## config.mk

```make
export PLATFORM = sky130hd
export DESIGN_NAME = snn_spike_decoder
export DESIGN_NICKNAME = d
export VERILOG_FILES = /design/src/rtl/snn_pkg.sv /design/src/rtl/snn_sat_counter.sv /design/src/rtl/snn_spike_decoder.sv
export SDC_FILE = /design/constraint.sdc
export NUM_CORES = 1
export LEC_CHECK = 0
export ABC_AREA = 0
export BUFFER_PORTS_ARGS = -buffer_cell sky130_fd_sc_hd__buf_2
export CAP_MARGIN = 20
export CORE_MARGIN = 4
export CORE_UTILIZATION = 25
export DETAILED_ROUTE_END_ITERATION = 10
export SLEW_MARGIN = 20
export SYNTH_ARGS = -nofsm -noshare
export SYNTH_HDL_FRONTEND = slang
export SYNTH_SLANG_ARGS = --single-unit
```

## constraint.sdc

```tcl
create_clock -name clk -period 5 [get_ports clk]
set_input_delay 0.25 -clock clk [delete_from_list [all_inputs] [get_ports clk]]
set_output_delay 0.25 -clock clk [all_outputs]
set_load 0.05 [all_outputs]
```

## src/rtl/snn_pkg.sv

```systemverilog
// Shared definitions for the spiking-network datapath: default sizes,
// spike vector type and the spike-decoder FSM state encoding.
package snn_pkg;

  localparam int SNN_N_OUT = 10;  // output neurons produced by snn_core
  localparam int SNN_CNT_W = 8;   // per-neuron spike counter width
  localparam int WIN_W     = 16;  // window counter width (WINDOW up to 65535)

  typedef logic [SNN_N_OUT-1:0] spike_vec_t;

  typedef enum logic [1:0] {
    IDLE   = 2'd0,
    ACCUM  = 2'd1,
    ARGMAX = 2'd2,
    DONE   = 2'd3
  } decoder_state_t;

  // The decoder is busy while it is collecting spikes or scanning counts.
  function automatic logic is_busy(input decoder_state_t s);
    return (s == ACCUM) || (s == ARGMAX);
  endfunction

endpackage

```

## src/rtl/snn_sat_counter.sv

```systemverilog
// Saturating up-counter: synchronous clear, increment enable, holds at all-ones.
module snn_sat_counter #(
  parameter int CNT_W = 8
) (
  input  logic             clk,
  input  logic             rst,      // asynchronous, active low
  input  logic             i_clr,
  input  logic             i_inc,
  output logic [CNT_W-1:0] o_count
);

  localparam logic [CNT_W-1:0] CNT_MAX = {CNT_W{1'b1}};

  logic [CNT_W-1:0] r_count;

  // Count spikes; clear wins over increment, and the value never wraps.
  always_ff @(posedge clk or negedge rst) begin
    if (!rst) begin
      r_count <= {CNT_W{1'b0}};
    end else if (i_clr) begin
      r_count <= {CNT_W{1'b0}};
    end else if (i_inc && (r_count != CNT_MAX)) begin
      r_count <= r_count + CNT_W'(1);
    end else begin
      r_count <= r_count;
    end
  end

  assign o_count = r_count;

endmodule

```

## src/rtl/snn_spike_decoder.sv

```systemverilog
// Spike decoder: counts output spikes over a fixed window, then runs a
// one-neuron-per-cycle argmax and offers class/count/tie over valid/ready.
module snn_spike_decoder
  import snn_pkg::*;
#(
  parameter  int N_OUT  = SNN_N_OUT,
  parameter  int CNT_W  = SNN_CNT_W,
  parameter  int WINDOW = 100,
  localparam int IDX_W  = (N_OUT > 1) ? $clog2(N_OUT) : 1
) (
  input  logic             clk,
  input  logic             rst,           // asynchronous, active low
  input  logic             start,
  input  logic [N_OUT-1:0] spikes_in,
  output logic             busy,
  output logic             result_valid,
  input  logic             result_ready,
  output logic [IDX_W-1:0] result_class,
  output logic [CNT_W-1:0] result_count,
  output logic             result_tie
);

  decoder_state_t   r_state;
  decoder_state_t   w_state_nxt;

  logic [WIN_W-1:0] r_win;
  logic [IDX_W-1:0] r_idx;
  logic [CNT_W-1:0] r_max;
  logic [IDX_W-1:0] r_best;
  logic             r_tie;

  logic             r_busy;
  logic             r_valid;
  logic [IDX_W-1:0] r_class;
  logic [CNT_W-1:0] r_count;
  logic             r_res_tie;

  logic [CNT_W-1:0] w_cnt [N_OUT];
  logic [CNT_W-1:0] w_sel_cnt;
  logic             w_clr;
  logic             w_win_last;
  logic             w_scan_last;
  logic [CNT_W-1:0] w_max_nxt;
  logic [IDX_W-1:0] w_best_nxt;
  logic             w_tie_nxt;

  assign w_clr       = (r_state == IDLE) && start;
  assign w_win_last  = (r_win == WIN_W'(WINDOW - 1));
  assign w_scan_last = (r_idx == IDX_W'(N_OUT - 1));

  // One saturating counter per output neuron; they only count in ACCUM.
  for (genvar g = 0; g < N_OUT; g++) begin : g_cnt
    snn_sat_counter #(.CNT_W(CNT_W)) u_cnt (
      .clk     (clk),
      .rst     (rst),
      .i_clr   (w_clr),
      .i_inc   ((r_state == ACCUM) && spikes_in[g]),
      .o_count (w_cnt[g])
    );
  end

  // Single shared mux feeding the argmax comparator.
  assign w_sel_cnt = w_cnt[r_idx];

  // State register.
  always_ff @(posedge clk or negedge rst) begin
    if (!rst) begin
      r_state <= IDLE;
    end else begin
      r_state <= w_state_nxt;
    end
  end

  // Next-state logic; start is only looked at in IDLE.
  always_comb begin
    w_state_nxt = r_state;
    case (r_state)
      IDLE: begin
        if (start) w_state_nxt = ACCUM;
        else       w_state_nxt = IDLE;
      end
      ACCUM: begin
        if (w_win_last) w_state_nxt = ARGMAX;
        else            w_state_nxt = ACCUM;
      end
      ARGMAX: begin
        if (w_scan_last) w_state_nxt = DONE;
        else             w_state_nxt = ARGMAX;
      end
      DONE: begin
        // valid is always high in DONE, so ready alone completes the handshake
        if (result_ready) w_state_nxt = IDLE;
        else              w_state_nxt = DONE;
      end
      default: w_state_nxt = IDLE;
    endcase
  end

  // Argmax step: strictly greater takes over, equal only flags a tie so the
  // lowest index keeps the win.
  always_comb begin
    w_max_nxt  = r_max;
    w_best_nxt = r_best;
    w_tie_nxt  = r_tie;
    if (r_idx == {IDX_W{1'b0}}) begin
      w_max_nxt  = w_sel_cnt;
      w_best_nxt = {IDX_W{1'b0}};
      w_tie_nxt  = 1'b0;
    end else if (w_sel_cnt > r_max) begin
      w_max_nxt  = w_sel_cnt;
      w_best_nxt = r_idx;
      w_tie_nxt  = 1'b0;
    end else if (w_sel_cnt == r_max) begin
      w_tie_nxt  = 1'b1;
    end else begin
      w_tie_nxt  = r_tie;
    end
  end

  // Window counter, scan registers and the registered result/status outputs.
  always_ff @(posedge clk or negedge rst) begin
    if (!rst) begin
      r_win     <= {WIN_W{1'b0}};
      r_idx     <= {IDX_W{1'b0}};
      r_max     <= {CNT_W{1'b0}};
      r_best    <= {IDX_W{1'b0}};
      r_tie     <= 1'b0;
      r_busy    <= 1'b0;
      r_valid   <= 1'b0;
      r_class   <= {IDX_W{1'b0}};
      r_count   <= {CNT_W{1'b0}};
      r_res_tie <= 1'b0;
    end else begin
      r_busy  <= is_busy(w_state_nxt);
      r_valid <= (w_state_nxt == DONE);
      case (r_state)
        IDLE: begin
          if (start) r_win <= {WIN_W{1'b0}};
          else       r_win <= r_win;
        end
        ACCUM: begin
          r_win <= r_win + WIN_W'(1);
          if (w_win_last) begin
            r_idx  <= {IDX_W{1'b0}};
            r_max  <= {CNT_W{1'b0}};
            r_best <= {IDX_W{1'b0}};
            r_tie  <= 1'b0;
          end
        end
        ARGMAX: begin
          r_max  <= w_max_nxt;
          r_best <= w_best_nxt;
          r_tie  <= w_tie_nxt;
          r_idx  <= r_idx + IDX_W'(1);
          if (w_scan_last) begin
            r_class   <= w_best_nxt;
            r_count   <= w_max_nxt;
            r_res_tie <= w_tie_nxt;
          end
        end
        DONE: begin
          r_win <= r_win;
        end
        default: begin
          r_win <= {WIN_W{1'b0}};
        end
      endcase
    end
  end

  assign busy         = r_busy;
  assign result_valid = r_valid;
  assign result_class = r_class;
  assign result_count = r_count;
  assign result_tie   = r_res_tie;

endmodule

```

=== After elaboration in Yosys (flattened, before gate mapping) ===
Cells that the tools add are included.
Widths: inputs -> output; s select.

* Add/subtract/negate cells: 12
* $mul: 0
* Divide/modulo/power cells: 0
* Magnitude comparators: 2
* Eq/ne operators: 21
* Shift operators: 0
* Muxes and demuxes: 44
* Bitwise logic cells: 1
* Reductions and logical operators: 39

{| class="wikitable"
|+ Operators with widths
! kind !! number
|-
| $mux 8 || 25
|-
| $add 8x1->8 const B || 10
|-
| $ne 8x8->1 const B || 10
|-
| $bmux 8 s4 || 1
|-
| $pmux 16 s2 || 1
|-
| $reduce_bool 2->1 || 12
|-
| $logic_and 1x1->1 || 21
|-
| $add 16x1->16 const B || 1
|-
| $eq 16x7->1 const B || 1
|-
| $mux 16 || 1
|-
| $pmux 4 s2 || 2
|-
| $pmux 8 s2 || 1
|-
| $mux 4 || 3
|-
| $eq 2x2->1 const B || 4
|-
| $eq 8x8->1 || 1
|-
| $gt 8x8->1 || 1
|-
| $pmux 2 s4 || 1
|-
| $mux 1 || 6
|-
| $reduce_and 2->1 || 3
|-
| $ge 5x5->1 const B || 1
|-
| $not 4->5 || 1
|-
| $add 4x1->4 const B || 1
|-
| $eq 2x1->1 const B || 2
|-
| $eq 4x4->1 const B || 1
|-
| 6 further kinds || 8
|}

* Register bits after elaboration: 130
* Bits in latches: 0
* Memory bits (writable): 0
* Bits in read-only memories: 0
* Input bits: 14
* Output and inout port bits: 15
* Word-level logic and storage cells: 140
* Memories kept: 0

=== Logic depth before layout (Yosys ltp) ===
* Word-level depth: 9
* Gate-level depth with buffers: 14
* Depth with buffers taken out: 10

=== By module ===
A second synthesis with hierarchy kept.

* Cell total of the unflattened synthesis: 844
* Area total of the unflattened synthesis: 7,980.2 um2

{| class="wikitable"
|+ By module, submodules not included
! module !! instances !! cells each !! area an instance (um2) !! seq. area each (um2)
|-
| snn_sat_counter || 10 || 49 || 464.2 || 200.2
|-
| snn_spike_decoder || 1 || 354 || 3,338.2 || 1,251.2
|}

=== Worst setup path after synthesis ===
No wires, ideal clock.

* Kind: flip-flop to flip-flop
* Start: register r_idx[0]
* End: register r_max[0]
* Library setup time: 122 ps
* Arrival: 3,015 ps
* Required time: 4,878 ps
* Path slack: 1,864 ps
* Cell stages (with the launch flop): 12
* Buffers on the path: 3
* Clock period less this slack: 3,136 ps
* Cells stage by stage: dfrtp_1 > buf_6 > buf_12 > mux4_2 > a221o_2 > ha_1 > nand4_1 > nor2_1 > a211o_1 > buf_2 > nand3_1 > a32o_1

* Word-level cells in the longest chain between the ends: 8
* Elaborated cells on any way between the ends: 9
* Classes of those cells: order compare (1); mux (6); bitwise (1); reduce/logical (1)

{| class="wikitable"
|+ Ends and longest elaborated chain
! item !! RTL line !! source
|-
| start, declared || snn_spike_decoder.sv:27 || <nowiki>logic [IDX_W-1:0] r_idx;</nowiki>
|-
| start signal, assigned || snn_spike_decoder.sv:124 || <nowiki>r_idx <= {IDX_W{1'b0}};</nowiki>
|-
| start signal, assigned || snn_spike_decoder.sv:144 || <nowiki>r_idx <= {IDX_W{1'b0}};</nowiki>
|-
| start signal, assigned || snn_spike_decoder.sv:154 || <nowiki>r_idx <= r_idx + IDX_W'(1);</nowiki>
|-
| $not 4->5 (not written as such) || snn_spike_decoder.sv:63 || <nowiki>assign w_sel_cnt = w_cnt[r_idx];</nowiki>
|-
| $bmux 8 s4 || snn_spike_decoder.sv:63 ||
|-
| $mux 8 (not written as such) (2 in a row) || snn_spike_decoder.sv:63 ||
|-
| $gt 8x8->1 || snn_spike_decoder.sv:109 || <nowiki>end else if (w_sel_cnt > r_max) begin</nowiki>
|-
| $mux 8 || snn_spike_decoder.sv:109 ||
|-
| $mux 8 (*) || snn_spike_decoder.sv:105 || <nowiki>if (r_idx == {IDX_W{1'b0}}) begin</nowiki>
|-
| $pmux 8 s2 (*) || snn_spike_decoder.sv:136 || <nowiki>case (r_state)</nowiki>
|-
| end signal, assigned || snn_spike_decoder.sv:125 || <nowiki>r_max <= {CNT_W{1'b0}};</nowiki>
|-
| end signal, assigned || snn_spike_decoder.sv:145 || <nowiki>r_max <= {CNT_W{1'b0}};</nowiki>
|-
| end signal, assigned || snn_spike_decoder.sv:151 || <nowiki>r_max <= w_max_nxt;</nowiki>
|-
| end, declared || snn_spike_decoder.sv:28 || <nowiki>logic [CNT_W-1:0] r_max;</nowiki>
|}

Mark *: on every way between the ends. The rest lies on a longest branch, timed or not. The select of a mux whose other input is x is not followed.
A chain may end at the register's enable or synchronous reset.

=== Worst setup path after layout ===
* Start: register r_idx[0]
* End: register r_max[4]

The elaborated chain is that of the path after synthesis.

==> flow_summary.toml <==
[global_route]
grt_pass1_vias = 5331
grt_pass1_wl_um = 28400
track_usage_pct = 11.3
grt_max_degree = 86
overflow = 0
antenna_found_initial = 0

[clocking]
cts_sinks = 130
clockRootBuffer = "clkbuf_16"
h-tree-depth = 4
insertion_delay_ns = 0.42
cts_buffers = 17
clk_path_buf_depth = 2
cts_tree = "done"
clk_pin_slew_ns = 0.06

[power]
p_per_area_nw_per_um2 = 605
p_leak_nw = 3.57
ir_drop_v = 0.000266

[synth]
synth_fp_nets = 752
synth.distinct_cells = 53
synth_ff_type = "dfrtp_1"
synth_area_per_cell_um2 = 10.1
async_reset_ff_share_pct = 100
yosysMostFrequentCell = "dfrtp_1"
yosysWarnings = 0
synth-edff-count = 0
yosysSeqAreaShare_pct = 45.2
yosysTopAreaCell = "dfrtp_1"
syn_area_um2 = 7200
synth_common_cells = "130 x dfrtp_1, 84 x nor2_1, 63 x nand2_1, 37 x xor2_1, 32 x nand3_1"
synth.area.top_cells = "dfrtp_1 45%, xor2_1 4.5%, nor2_1 4.4%"
synth_seq_cells = 130
syn_inst = 715
yosysTopAreaCellShare_pct = 45.2

[setup_path]
r2r-start = "r_idx[0]$_DFFE_PN0P_"
endpoint = "r_max[4]$_DFFE_PN0P_"
crit_required_ns = 5.30
rr_worst_depth = 8
crit_type = "flip-flop to flip-flop"
rr_endpoint = "r_max[4]$_DFFE_PN0P_"
worst-r2r-setup-slack_ns = 0.76
crit_path_max_fanout = 21
end_kind = "flip-flop"
cp-start-kind = "flip-flop"
critPathArrivalTime_ns = 4.54
setup.worst_path.start = "r_idx[0]$_DFFE_PN0P_"

[sta]
slew_violations = 0
fin_setup_tns_ns = 0
rsz0062_at_grt = "false"
period_share_pct = 84.8
slew_headroom_pct = 44.3
fmax_ghz = 0.236
hold_viol_final = 0
setup_viol = 0
finalClockSkew_ns = 0.00878
post-route-min-period_ns = 4.24
fin_ws_ns = 0.762
worst_pin_slew_ns = 0.836

[drt]
drt-initial-drc-count = 395
ant_nets = 0
drt_drc_violations_left = 0
routedWlPerCell_um = 15.2
routed-via-count = 5462
firstDrtPassIters = 4
wl_um = 17100
via_per_inst = 4.84

[placement]
dpl.hpwl_um = 11800
gp_congestion = 0.824
io_buffers = 28
pre_cts_slack_ns = 0.799

[floorplan]
initial_utilization_pct = 25.6
core_um2 = 28100
die_area_um2 = 31600
fp.dieW_um = 178
boundaryPins = 29
num_rows = 61
fp.dieH_um = 178

[min_path]
holdCritPathClass = "input pin to flip-flop"

[layout]
drive_gt1_share_pct = 11.9
syn2layout_area_growth_pct = 15.6
seq_area_um2 = 3250
final.fill_count = 3002
diodes = 0
multi_input_area_um2 = 3720
finish.utilization_pct = 29.6
num-nets-final = 774

[outcome]
status = "complete, no violations"

[job]
drv_cap = 0
logic make-up (layout without fill, tap and decap cells):
kind of cell               after synthesis  count (layout)  share of synthesized area (%)
AOI/OAI and AO/OA                      127             127                           12.8
muxes                                   46              46                           8.13
DFF                                    130             130                           45.2
xor gates and xnor gates                63              63                           7.66
and+or+nand+nor                        275             275                           19.1
buffers and inverters                   51              86                           3.18
adders and majority gates               23              23                           4.00
metal layers:
| metal | wire [um] | vias to the layer above | global-route usage [%] |
|---|---|---|---|
| li1 | - | 2680 | - |
| met1 | 8450 | 2646 | 15.9 |
| met2 | 7630 | 111 | 16.7 |
| met3 | 702 | 25 | 3.05 |
| met4 | 364 | 0 | 3.93 |
| met5 | 0 | - | 0 |
how the worst min path moves through the flow:
stage,from,end,slack [ns],depth (start not counted)
after global routing,result_ready,r_state[0]$_DFF_PN0_,0.10,2
after global placement,rst,g_cnt[3].u_cnt.o_count[7]$_DFFE_PN0P_,0.38,1
after floorplan,rst,busy$_DFF_PN0_,-0.05,0
after detailed placement,rst,g_cnt[3].u_cnt.o_count[7]$_DFFE_PN0P_,0.38,1
final,result_ready,r_state[1]$_DFF_PN0_,0.09,2
after CTS,result_ready,r_state[1]$_DFF_PN0_,0.07,2
worst max-delay path: stages, from the launching register on:
cell and delay, ns:
dfrtp_1 0.77, mux4_1 0.65, a221o_2 0.43, ha_1 0.32
nand4_1 0.18, nor2_1 0.30, a211o_1 0.55, nand3_1 0.49
a32o_1 0.41
area by class of cell:
class	instances	area share (%)
Clock buffer	19	5.32
Clock inverter	13	1.92
Inverter	18	0.812
Multi-Input combinational cell	534	44.7
Sequential cell	130	39.1
Tap cell	378	5.68
Timing Repair Buffer	36	2.51
state kept, by name (all words and copies together), names as in the netlist:
register	flops
busy	1
result_tie	1
result_class	4
result_count	8
r_max	8
result_valid	1
r_win	16
r_tie	1
r_idx	4
g_cnt.u_cnt.o_count	80
r_state	2
r_best	4
cell usage in the layout, fill, tap and decap left out, drive strengths merged, types with 5 or more instances in the layout:
cell type,synthesis,final
dfrtp,130,130
nor2,85,85
nand2,63,63
xor2,37,37
buf,14,35
nand3,32,32
mux2i,30,30
xnor2,26,26
ha,23,23
o21ai,22,22
nand4,20,20
and4,19,19
inv,18,19
clkbuf,19,19
o31ai,16,16
a21oi,14,14
and3,14,14
a31oi,12,12
a32o,10,10
nor3,9,9
o211ai,9,9
mux2,8,8
nand3b,8,8
o22ai,8,8
a221o,8,8
mux4,8,8
clkinv,0,7
a211oi,6,6
a311oi,6,6
a41oi,6,6
and2,6,6
nor2b,5,5
or3,5,5
power breakdown:
| part | total, mW | leakage (nW) | internal (mW) | switching (mW) |
|---|---|---|---|---|
| Sequential | 1.83 | 1.68 | 1.37 | 0.456 |
| Combinational | 1.93 | 1.60 | 0.832 | 1.10 |
| Clock | 1.27 | 0.293 | 0.796 | 0.478 |
through the flow:
stage | hold WS (ns) | instances | total power [mW] | area, um2
after floorplan | -0.0456 | 715 | 3.25 | 7200
after global placement | 0.382 | 1095 | 3.75 | 7710
after detailed placement | 0.382 | 1095 | 3.76 | 7710
after CTS | 0.0659 | 1128 | 5.05 | 8330
after global routing | 0.102 | 1128 | 5.42 | 8330
final | 0.0853 | 1128 | 5.04 | 8330
timing repair:
action,in CTS,in global routing
endpoints found under the hold margin,84,0
hold buffers,1,0
buffers inserted,0,0
gates resized for setup,0,0
(Power assumes the default switching activity.)
